===== src/rtl/clock_mode_ctrl.sv =====
// Mode/setting controller for a digital clock: debounced buttons, set/alarm FSM,
// idle timeout back to RUN, display blink and alarm ring control.
//
// state   | meaning
// S_RUN   | normal timekeeping, alarm may ring
// S_SET_H | editing current hour, seconds frozen
// S_SET_M | editing current minute, seconds frozen
// S_AL_H  | editing alarm hour
// S_AL_M  | editing alarm minute
module clock_mode_ctrl #(
    parameter int DB_CYC    = 200000,
    parameter int TIMEOUT_S = 10,
    parameter int RING_S    = 30
) (
    input  logic       clk,
    input  logic       rst,
    input  logic       tick_1hz,
    input  logic       btn_mode,
    input  logic       btn_inc,
    input  logic       alarm_en,
    input  logic [5:0] cur_hour,
    input  logic [5:0] cur_minute,
    input  logic [5:0] cur_second,
    output logic [2:0] mode,
    output logic       hold,
    output logic       inc_hour,
    output logic       inc_min,
    output logic [5:0] alarm_hour,
    output logic [5:0] alarm_minute,
    output logic       alarm_ring,
    output logic       blink
);

    localparam logic [2:0] S_RUN   = 3'd0;
    localparam logic [2:0] S_SET_H = 3'd1;
    localparam logic [2:0] S_SET_M = 3'd2;
    localparam logic [2:0] S_AL_H  = 3'd3;
    localparam logic [2:0] S_AL_M  = 3'd4;

    localparam int DB_CW  = $clog2(DB_CYC);
    localparam int IDLE_W = $clog2(TIMEOUT_S + 1);
    localparam int RING_W = $clog2(RING_S + 1);

    // bit 0 = mode button, bit 1 = inc button
    logic [1:0]            sync1_q, sync1_d;
    logic [1:0]            sync2_q, sync2_d;
    logic [1:0]            db_q, db_d;
    logic [1:0][DB_CW-1:0] db_cnt_q, db_cnt_d;
    logic [1:0]            ev_q, ev_d;

    logic [2:0]        mode_q, mode_d;
    logic              hold_q, hold_d;
    logic              inc_hour_q, inc_hour_d;
    logic              inc_min_q, inc_min_d;
    logic [5:0]        alarm_hour_q, alarm_hour_d;
    logic [5:0]        alarm_minute_q, alarm_minute_d;
    logic              ring_q, ring_d;
    logic [RING_W-1:0] ring_cnt_q, ring_cnt_d;
    logic [IDLE_W-1:0] idle_q, idle_d;
    logic              blink_q, blink_d;

    logic ev_mode, ev_inc, any_ev, match;

    always_comb begin
        sync1_d  = {btn_inc, btn_mode};
        sync2_d  = sync1_q;
        db_d     = db_q;
        db_cnt_d = '0;
        ev_d     = '0;
        // Any sample agreeing with the debounced level leaves the counter at zero
        for (int i = 0; i < 2; i++) begin
            if (sync2_q[i] != db_q[i]) begin
                if (db_cnt_q[i] == DB_CW'(DB_CYC - 1)) begin
                    db_d[i] = sync2_q[i];
                    ev_d[i] = sync2_q[i];
                end else begin
                    db_cnt_d[i] = db_cnt_q[i] + 1'b1;
                end
            end
        end
    end

    always_comb begin
        ev_mode = ev_q[0];
        ev_inc  = ev_q[1];
        any_ev  = |ev_q;
        match   = (mode_q == S_RUN) && alarm_en && (cur_hour == alarm_hour_q) &&
                  (cur_minute == alarm_minute_q) && (cur_second == 6'd0) && tick_1hz;

        mode_d         = mode_q;
        inc_hour_d     = 1'b0;
        inc_min_d      = 1'b0;
        alarm_hour_d   = alarm_hour_q;
        alarm_minute_d = alarm_minute_q;
        ring_d         = ring_q;
        ring_cnt_d     = ring_cnt_q;
        idle_d         = idle_q;
        blink_d        = blink_q;

        if (ring_q) begin
            if (any_ev || !alarm_en || (mode_q != S_RUN)) begin
                ring_d     = 1'b0;
                ring_cnt_d = '0;
            end else if (tick_1hz) begin
                if (ring_cnt_q == RING_W'(RING_S - 1)) begin
                    ring_d     = 1'b0;
                    ring_cnt_d = '0;
                end else begin
                    ring_cnt_d = ring_cnt_q + 1'b1;
                end
            end
        end else if (match) begin
            ring_d     = 1'b1;
            ring_cnt_d = '0;
        end

        // A press that silences the alarm is swallowed; timeout beats a coincident press
        if (ring_q) begin
            mode_d = mode_q;
        end else if ((mode_q != S_RUN) && (idle_q == IDLE_W'(TIMEOUT_S))) begin
            mode_d = S_RUN;
        end else if (ev_mode) begin
            case (mode_q)
                S_RUN:   mode_d = S_SET_H;
                S_SET_H: mode_d = S_SET_M;
                S_SET_M: mode_d = S_AL_H;
                S_AL_H:  mode_d = S_AL_M;
                default: mode_d = S_RUN;
            endcase
        end else if (ev_inc) begin
            case (mode_q)
                S_SET_H: inc_hour_d = 1'b1;
                S_SET_M: inc_min_d  = 1'b1;
                S_AL_H:  alarm_hour_d   = (alarm_hour_q == 6'd23) ? 6'd0 : alarm_hour_q + 6'd1;
                S_AL_M:  alarm_minute_d = (alarm_minute_q == 6'd59) ? 6'd0 : alarm_minute_q + 6'd1;
                default: mode_d = mode_q;
            endcase
        end

        if ((mode_q == S_RUN) || (mode_d == S_RUN) || any_ev) begin
            idle_d = '0;
        end else if (tick_1hz) begin
            idle_d = idle_q + 1'b1;
        end

        if ((mode_d != mode_q) || (mode_q == S_RUN)) begin
            blink_d = 1'b0;
        end else if (tick_1hz) begin
            blink_d = ~blink_q;
        end

        hold_d = (mode_d == S_SET_H) || (mode_d == S_SET_M);
    end

    always_ff @(posedge clk) begin
        if (rst) begin
            sync1_q        <= '0;
            sync2_q        <= '0;
            db_q           <= '0;
            db_cnt_q       <= '0;
            ev_q           <= '0;
            mode_q         <= S_RUN;
            hold_q         <= 1'b0;
            inc_hour_q     <= 1'b0;
            inc_min_q      <= 1'b0;
            alarm_hour_q   <= '0;
            alarm_minute_q <= '0;
            ring_q         <= 1'b0;
            ring_cnt_q     <= '0;
            idle_q         <= '0;
            blink_q        <= 1'b0;
        end else begin
            sync1_q        <= sync1_d;
            sync2_q        <= sync2_d;
            db_q           <= db_d;
            db_cnt_q       <= db_cnt_d;
            ev_q           <= ev_d;
            mode_q         <= mode_d;
            hold_q         <= hold_d;
            inc_hour_q     <= inc_hour_d;
            inc_min_q      <= inc_min_d;
            alarm_hour_q   <= alarm_hour_d;
            alarm_minute_q <= alarm_minute_d;
            ring_q         <= ring_d;
            ring_cnt_q     <= ring_cnt_d;
            idle_q         <= idle_d;
            blink_q        <= blink_d;
        end
    end

    assign mode         = mode_q;
    assign hold         = hold_q;
    assign inc_hour     = inc_hour_q;
    assign inc_min      = inc_min_q;
    assign alarm_hour   = alarm_hour_q;
    assign alarm_minute = alarm_minute_q;
    assign alarm_ring   = ring_q;
    assign blink        = blink_q;

endmodule

===== config.mk =====
export PLATFORM = sky130hd
export DESIGN_NAME = clock_mode_ctrl
export DESIGN_NICKNAME = d
export VERILOG_FILES = /design/src/rtl/clock_mode_ctrl.sv
export SDC_FILE = /design/constraint.sdc
export NUM_CORES = 1
export LEC_CHECK = 0
export ABC_AREA = 1
export CAP_MARGIN = 20
export CORE_ASPECT_RATIO = 1.2
export CORE_MARGIN = 4
export CORE_UTILIZATION = 39
export CTS_BUF_LIST = sky130_fd_sc_hd__clkbuf_8
export DETAILED_ROUTE_END_ITERATION = 16
export DONT_BUFFER_PORTS = 1
export SLEW_MARGIN = 20
export SYNTH_ARGS = -nofsm -noshare
export SYNTH_HDL_FRONTEND = slang
export SYNTH_SLANG_ARGS = --single-unit
export TNS_END_PERCENT = 5

===== constraint.sdc =====
create_clock -name clk -period 1.9 [get_ports clk]
set_input_delay 0.38 -clock clk [delete_from_list [all_inputs] [get_ports clk]]
set_output_delay 0.38 -clock clk [all_outputs]
set_load 0.1 [all_outputs]

# Word-level counts from Yosys, hierarchy flattened

Cells that the tools add are included.

Add/sub/neg operators: 6
Equal/unequal tests: 18
Mux-type cells: 18
Bitwise operators: 9
Reductions and logical operators: 31

Operator list:

| kind                                                | number |
|---|---|
| adder 18 x 1 -> 18 bit, second input constant       | 2 |
| equality test 18 bit, second input constant         | 2 |
| 2-to-1 mux 5 bit                                    | 5 |
| adder 6 x 1 -> 6 bit, second input constant         | 2 |
| equality test 6 bit                                 | 2 |
| 2-to-1 mux 6 bit                                    | 2 |
| one-hot mux 3 bit (4 select lines)                  | 1 |
| OR reduction 3 bit                                  | 4 |
| AND reduction 5 bit                                 | 2 |
| equality test 3 x 2 -> 1 bit, second input constant | 3 |
| 2-to-1 mux 3 bit                                    | 3 |
| NOT 1 bit                                           | 9 |
| 2-to-1 mux 1 bit                                    | 7 |
| equality test 3 x 1 -> 1 bit, second input constant | 2 |
| equality test 6 x 5 -> 1 bit, second input constant | 1 |
| equality test 6 bit, second input constant          | 1 |
| logical AND 1 bit                                   | 6 |
| logical NOT 3 bit                                   | 2 |
| logical NOT 6 bit                                   | 1 |
| logical OR 1 bit                                    | 6 |
| AND reduction 2 bit                                 | 3 |
| OR reduction 2 bit                                  | 3 |
| adder 5 x 1 -> 5 bit, second input constant         | 1 |
| equality test 5 bit, second input constant          | 1 |
| 10 further kinds                                    | 11 |

Flip-flop bits (word level): 73
Bits of input ports: 24
Output and inout port bits: 20
Word-level logic and storage cells: 100

# Logic depth before layout (Yosys ltp)

Gate-level depths: netlist of run 1.

Depth after elaboration: 9
Mapped depth: 13
Depth with buffers taken out: 11

# Least setup slack after synthesis of run 1

No wires, ideal clock.

Kind: register to register
Start point: register mode_q[0] (netlist: mode[0])
End point: register alarm_hour_q[2] (netlist: alarm_hour[2])
Library setup time: 0.115 ns
Data arrival time: 1.979 ns
Data required time: 1.785 ns
Path slack: -0.195 ns
Cell stages (with the launch flop): 7
Buffers on the path: 0
Clock period less this slack: 2.095 ns
Path through: dfxtp_1 inv_1 nor3_2 nand3_2 inv_1 nand3_1 and3_1

Cells in the longest elaborated chain, start to end: 4
Elaborated cells between the ends (all ways): 5
Those cells by class: 1 x eq/ne; 1 x bitwise; 3 x reduce/logical

RTL lines:

| element                                | line | source |
|---|---|---|
| start, declared                        | 51   | `logic [2:0] mode_q, mode_d;` |
| start signal, assigned                 | 178  | `mode_q <= mode_d;` |
| nonzero test 3 bit                     | 120  | `end else if ((mode_q != S_RUN) && (idle_q == IDLE_W'(TIMEOUT_S))) begin` |
| logical AND 1 bit                      | 120  |  |
| NOT 1 bit (no source line)             | n/a  |  |
| AND reduction 5 bit (no source line) * | n/a  |  |
| end signal, assigned                   | 182  | `alarm_hour_q <= alarm_hour_d;` |
| end, declared                          | 55   | `logic [5:0] alarm_hour_q, alarm_hour_d;` |

Mark *: on every way between the ends. The rest lies on a longest branch, timed or not.
A chain may end at the register's enable or synchronous reset.

# Final worst setup path of run 1

Start point: register db_cnt_q[18] in the netlist's numbering
End point: register db_cnt_q[32] in the netlist's numbering

Cells in the longest elaborated chain, start to end: 2
Elaborated cells between the ends (all ways): 3
Those cells by class: 1 x add/sub; 1 x eq/ne; 1 x reduce/logical

RTL lines:

| element                                                                        | line | source |
|---|---|---|
| start, declared                                                                | 48   | `logic [1:0][DB_CW-1:0] db_cnt_q, db_cnt_d;` |
| start signal, assigned                                                         | 176  | `db_cnt_q <= db_cnt_d;` |
| parallel branches: the longest is 2 deep, another holds adder 18 x 1 -> 18 bit | n/a  |  |

Parallel ways; which one is timed is not known.

==> flow_metrics.py, run 1 <==
metrics = {
    "outcome": {
        "status": "finished clean",
    },
    "worst_setup_path": {
        "crit_fanout": 16,
        "path_class": "reg -> reg",
        "arrival_ns": 1.91,
        "crit_path_end_kind": "register",
        "setup.worst_path.start_class": "register",
        "required_ns": 2.13,
        "ff2ff_setup_slack_ns": 0.22,
    },
    "timing": {
        "tightest_slew_ns": 0.5484,
        "setup_violations": 0,
        "fin_crit_ns": 1.681,
        "fin_crit_sh": 0.8847,
        "hold_violations": 0,
        "fin_ws_ns": 0.2191,
        "fin_setup_tns_ns": 0,
        "slew_headroom": 0.6344,
        "rsz0062_at_grt": "no",
        "clock_skew_ns": 0.01104,
        "finalMaxSlewViolations": 0,
        "clock.fmax_mhz": 594.9,
    },
    "hold_path": {
        "min_path_type": "in -> reg",
    },
    "synth": {
        "yosysWarnings": 0,
        "ys_seq_elements": 73,
        "synthArstFlopShare": 0,
        "syn_area_mm2": 0.003784,
        "avgSynthCellArea_um2": 7.046,
        "synth_edf_count": 0,
        "synth.yosys.seq_area_share": 0.3862,
        "synth.net_count": 569,
        "synth_cell_types": 38,
        "synth_ff_type": "dfxtp_1",
        "syn_inst": 537,
    },
    "floorplanning": {
        "die_w_um": 97.92,
        "core_area_mm2": 0.009515,
        "io_pins": 44,
        "num_rows": 39,
        "floorplan.initialDensity": 0.3976,
        "fp.dieArea_mm2": 0.01135,
        "die_h_um": 115.9,
    },
    "detailed_routing": {
        "vias": 3277,
        "drt_iter0_drc": 161,
        "drc_errors": 0,
        "wire_per_inst_um": 11.11,
        "dr.pass1.iters": 4,
        "drtAntennaViolNets": 0,
        "drt-total-wl_mm": 7.653,
        "vias_per_cell": 4.756,
    },
    "power_and_ir_drop": {
        "ir_drop_mv": 0.3220,
        "p_leak_nw": 1.733,
        "switchingPower_mw": 0.6312,
        "power_frac_comb": 0.022,
        "power_density_mw_per_mm2": 686.3,
        "pwr-share-seq": 0.525,
        "intPower_mw": 2.296,
        "p_clk_frac": 0.453,
        "switching_share": 0.2156,
    },
    "cells_and_area": {
        "fill_cells": 963,
        "final_common_cell": "nand2_1",
        "num_antenna_cells": 0,
        "drive_above_1_share": 0.1325,
        "syn_to_final_growth_pct": 12.73,
        "layout_common_cells": "123 x nand2_1, 76 x nor2_1, 73 x inv_1",
        "layout.nets": 593,
    },
    "cts": {
        "ctsHtreeMaxLevel": 3,
        "numCtsBuffers": 9,
        "clk_latency_ns": 0.35,
        "clkTransAtPathRegs_ns": 0.08,
        "cts_sinks": 73,
        "ctsHoldBuffers": 0,
        "ctsRootBufferMaster": "clkbuf_8",
        "cts_tree": "yes",
        "cts_buffer_depth": 2,
        "cts_setup_buffers": 0,
    },
    "global_route": {
        "grt_use_met3": 0.03251,
        "grt_overflow": 0,
        "met2_usage": 0.2425,
        "grt-busiest-layer": "met2",
        "met1_usage": 0.1659,
        "grt_usage": 0.1410,
        "grt_max_degree": 19,
        "grt_pass1_wl_mm": 13.22,
        "grt_pass1_vias": 3034,
        "antenna_found_initial": 0,
    },
    "flow_run": {
        "drv_cap": 0,
    },
    "placed_design": {
        "dpl.hpwl_mm": 5.756,
        "place_ws_ns": 0.08581,
        "port_buffers": 0,
        "place.gp.congestion": 0.8289,
    },
}
==> worst max-delay path, cell delays in order (launching register included) <==
cell and delay [ns]:
dfxtp_1 0.40, ha_1 0.21, nand2_2 0.09, nor2_4 0.12, nand3_2 0.09, or2_4 0.25, nor2_4 0.11, inv_2 0.09
nand2_8 0.14, nor3_1 0.06
==> power groups by stage <==
stage | combinational [mW] | clock [mW] | sequential [mW]
floorplan | 0.0651 | 0 | 1.57
global placement | 0.0631 | 0 | 1.57
detailed placement | 0.0644 | 0 | 1.57
CTS | 0.0647 | 1.37 | 1.54
global route | 0.0766 | 1.44 | 1.54
finish | 0.0657 | 1.33 | 1.54
==> metrics by stage <==
| stage | cells | total power [mW] | hold WS (ns) | cell area, um^2 | utilization |
|---|---|---|---|---|---|
| final | 689 | 2.927 | 0.07992 | 4265 | 0.4483 |
| after global routing | 689 | 3.051 | 0.06343 | 4265 | 0.4483 |
| after CTS | 689 | 2.975 | 0.06279 | 4245 | 0.4462 |
| after detailed placement | 673 | 1.637 | 0.4002 | 4026 | 0.4231 |
| after global placement | 673 | 1.636 | 0.4025 | 4026 | 0.4231 |
| after floorplan | 537 | 1.637 | 0.3883 | 3789 | - |
==> layer usage <==
layer / vias to the layer above / routed length, um / share of wire
met5: - / 0 / 0
met4: 0 / 185 / 0.024
met3: 17 / 339 / 0.044
met2: 57 / 3579 / 0.47
met1: 1467 / 3548 / 0.46
li1: 1736 / - / -
==> final timing paths <==
check | from | to | depth (start not counted)
max reg2reg | db_cnt_q[18] | db_cnt_q[32] | 9
min | rst | alarm_minute[2] | 1
max | db_cnt_q[18] | db_cnt_q[32] | 9
min reg2reg | sync1_q[0] | sync2_q[0] | 2
==> what timing repair did <==
item                       CTS  global route
hold endpoints to repair     0             0
setup endpoints to repair    0            10
gates resized for setup      0             3
==> cells by family after synthesis <==
group,synth area share
AOI/OAI and AO/OA,0.05787
xor gates and xnor gates,0.06713
adders and majority gates,0.02646
buffers and inverters,0.09391
DFF,0.3862
and+or+nand+nor,0.3684
==> synthesized netlist by cell type, types with 5 or more instances <==
library cell,count,area share
a21oi_1,27,0.036
dfxtp_1,73,0.39
ha_1,8,0.026
inv_1,73,0.072
nand2_1,124,0.12
nand3_1,37,0.049
nand4_1,11,0.018
nor2_1,76,0.075
nor2_2,13,0.021
nor3_1,13,0.017
o21ai_0,9,0.012
or2_2,5,0.0083
xnor2_1,8,0.019
xor2_1,21,0.049
==> registers in the layout, indices dropped and copies added (netlist names), 2 cells and up <==
signal	count
ring_cnt_q	5
ev_q	2
alarm_minute	6
db_q	2
idle_q	4
alarm_hour	6
db_cnt_q	36
mode	3
sync1_q	2
sync2_q	2
==> final cells by class <==
type | instances | area, um^2 | share of cell area
tap | 123 | 153.9 | 0.03608
timing repair buffer | 21 | 157.7 | 0.03696
multi-input combinational | 381 | 1987 | 0.4658
sequential | 73 | 1466 | 0.3438
clock buffer | 9 | 123.9 | 0.02904
clock inverter | 7 | 95.09 | 0.02229
inverter | 75 | 281.5 | 0.06600
No activity file was read; power rests on OpenSTA's default activity.
==> inputs of run 2 (changes only) <==
--- a/config.mk
+++ b/config.mk
@@ -11,6 +11,7 @@
 export CORE_MARGIN = 4
 export CORE_UTILIZATION = 39
 export CTS_BUF_LIST = sky130_fd_sc_hd__clkbuf_8
+export CTS_CLUSTER_DIAMETER = 150
 export DETAILED_ROUTE_END_ITERATION = 16
 export DONT_BUFFER_PORTS = 1
 export SLEW_MARGIN = 20
==> constraint.sdc (replaced) <==
create_clock -name clk -period 1.8 [get_ports clk]
set_input_delay 0.36 -clock clk [delete_from_list [all_inputs] [get_ports clk]]
set_output_delay 0.36 -clock clk [all_outputs]
set_load 0.1 [all_outputs]
==> flow_metrics.py, run 2 (synthesis results as in run 1) <==
metrics = {
    "cts": {
        "ctsHoldBuffers": 0,
        "cts_sinks": 73,
        "numCtsBuffers": 9,
        "clk_latency_ns": 0.35,
        "cts_tree": "yes",
        "cts_buffer_depth": 2,
        "clkTransAtPathRegs_ns": 0.07,
        "ctsRootBufferMaster": "clkbuf_8",
        "ctsHtreeMaxLevel": 3,
    },
    "detailed_routing": {
        "vias_per_cell": 4.749,
        "wire_per_inst_um": 11.18,
        "vias": 3291,
        "drc_errors": 0,
        "drtAntennaViolNets": 0,
        "drt-total-wl_mm": 7.745,
        "dr.pass1.iters": 4,
        "drt_iter0_drc": 129,
    },
    "floorplanning": {
        "io_pins": 44,
        "die_h_um": 115.9,
        "core_area_mm2": 0.009515,
        "num_rows": 39,
        "fp.dieArea_mm2": 0.01135,
        "floorplan.initialDensity": 0.3976,
        "die_w_um": 97.92,
    },
    "worst_setup_path": {
        "critPathSlowestCell": "dfxtp_2",
        "setup.worst_path.start_class": "register",
        "crit_fanout": 6,
        "arrival_ns": 1.88,
        "path_class": "reg -> reg",
        "cpLargestDelayFamily": "simple AND/OR/NAND/NOR gates",
        "max_stage_delay_ns": 0.36,
        "ff2ff_setup_slack_ns": 0.19,
        "required_ns": 2.08,
        "startpoint": "idle_q[0]",
        "crit_path_end_kind": "register",
        "r2r-start": "idle_q[0]",
        "cp.buffers_inverters": 2,
        "worstPathCellList": "inv_1 > ha_1 > and3_1 > nand2_1 > nand3_2 > buf_4 > o21ai_0 > nor3b_1",
    },
    "placed_design": {
        "dpl.hpwl_mm": 5.920,
        "place.gp.congestion": 0.8579,
        "place_ws_ns": 0.1159,
        "port_buffers": 0,
        "dpl-instance-area_mm2": 0.004064,
        "dp.cells": 678,
    },
    "cells_and_area": {
        "layout.nets": 598,
        "largest_reg_flops": 36,
        "syn_to_final_growth_pct": 12.50,
        "design_area_mm2": 0.004257,
        "drive_above_1_share": 0.1404,
        "num_antenna_cells": 0,
        "layout_common_cells": "123 x nand2_1, 75 x inv_1, 75 x nor2_1",
        "final_core_util": 0.4473,
        "fin_cells": 693,
        "final_common_cell": "nand2_1",
        "fill_cells": 1011,
        "top_register": "db_cnt_q",
    },
    "power_and_ir_drop": {
        "fin_total_pwr_mw": 2.833,
        "p_leak_nw": 1.743,
        "power_density_mw_per_mm2": 665.6,
        "ir_drop_mv": 0.2743,
    },
    "timing": {
        "setup_violations": 0,
        "clock_skew_ns": 0.007253,
        "slew_headroom": 0.6129,
        "fin_ws_ns": 0.1928,
        "fin_crit_ns": 1.607,
        "clock.fmax_mhz": 622.2,
        "hold_slack_ns": 0.06086,
        "hold_violations": 0,
        "rsz0062_at_grt": "no",
        "tightest_slew_ns": 0.5807,
        "fin_crit_sh": 0.8929,
        "finalMaxSlewViolations": 0,
        "fin_setup_tns_ns": 0,
    },
    "global_route": {
        "grt_pass1_wl_mm": 13.63,
        "grt_overflow": 0,
        "antenna_found_initial": 0,
        "grt_pass1_vias": 3151,
        "grt_usage": 0.1471,
        "grt_max_degree": 19,
    },
    "flow_run": {
        "drv_cap": 0,
    },
    "hold_path": {
        "hp-start": "rst",
        "min_path_type": "in -> reg",
    },
    "outcome": {
        "status": "finished clean",
    },
}
run 2: changes by cell type in the layout (fill, tap and decap cells not counted), sizes merged:
cell / change
bufinv: -2
clkinv: -2
clkinvlp: -1
inv: +2
buf: +5
clkbuf: +2
run 2: what timing repair did:
action,4_1_cts,5_1_grt
hold endpoints to repair,0,0
setup buffers,0,0
endpoints found under the setup margin,0,20
resized for setup,0,5
run 2: worst paths after layout:
kind                                        end  depth (start not counted)
worst max register to register    alarm_hour[3]                          8
worst max-delay path              alarm_hour[3]                          8
worst min-delay path            alarm_minute[2]                          1
worst min register to register       sync2_q[0]                          2
run 2: cell type report:
class	instances	area, um^2	area share
inverter	75	281.5	0.06614
clock buffer	11	151.4	0.03557
tap	123	153.9	0.03616
multi-input combinational	381	1986	0.4665
clock inverter	4	21.27	0.004997
sequential	73	1468	0.3448
timing repair buffer	26	195.2	0.04586
run 2: power by group:
part | leakage [nW] | switching [mW] | internal, mW
logic | 1.05 | 0.0439 | 0.0272
registers | 0.591 | 0.00293 | 1.62
clock network | 0.0978 | 0.582 | 0.558
run 2: routing by layer:
metal	part of all wire	track usage	routed length, um	vias up
met5	0	0	0	-
met4	0.031	0.08310	237	0
met3	0.053	0.03311	407	16
met2	0.47	0.2561	3646	77
met1	0.45	0.1667	3455	1452
li1	-	-	-	1746
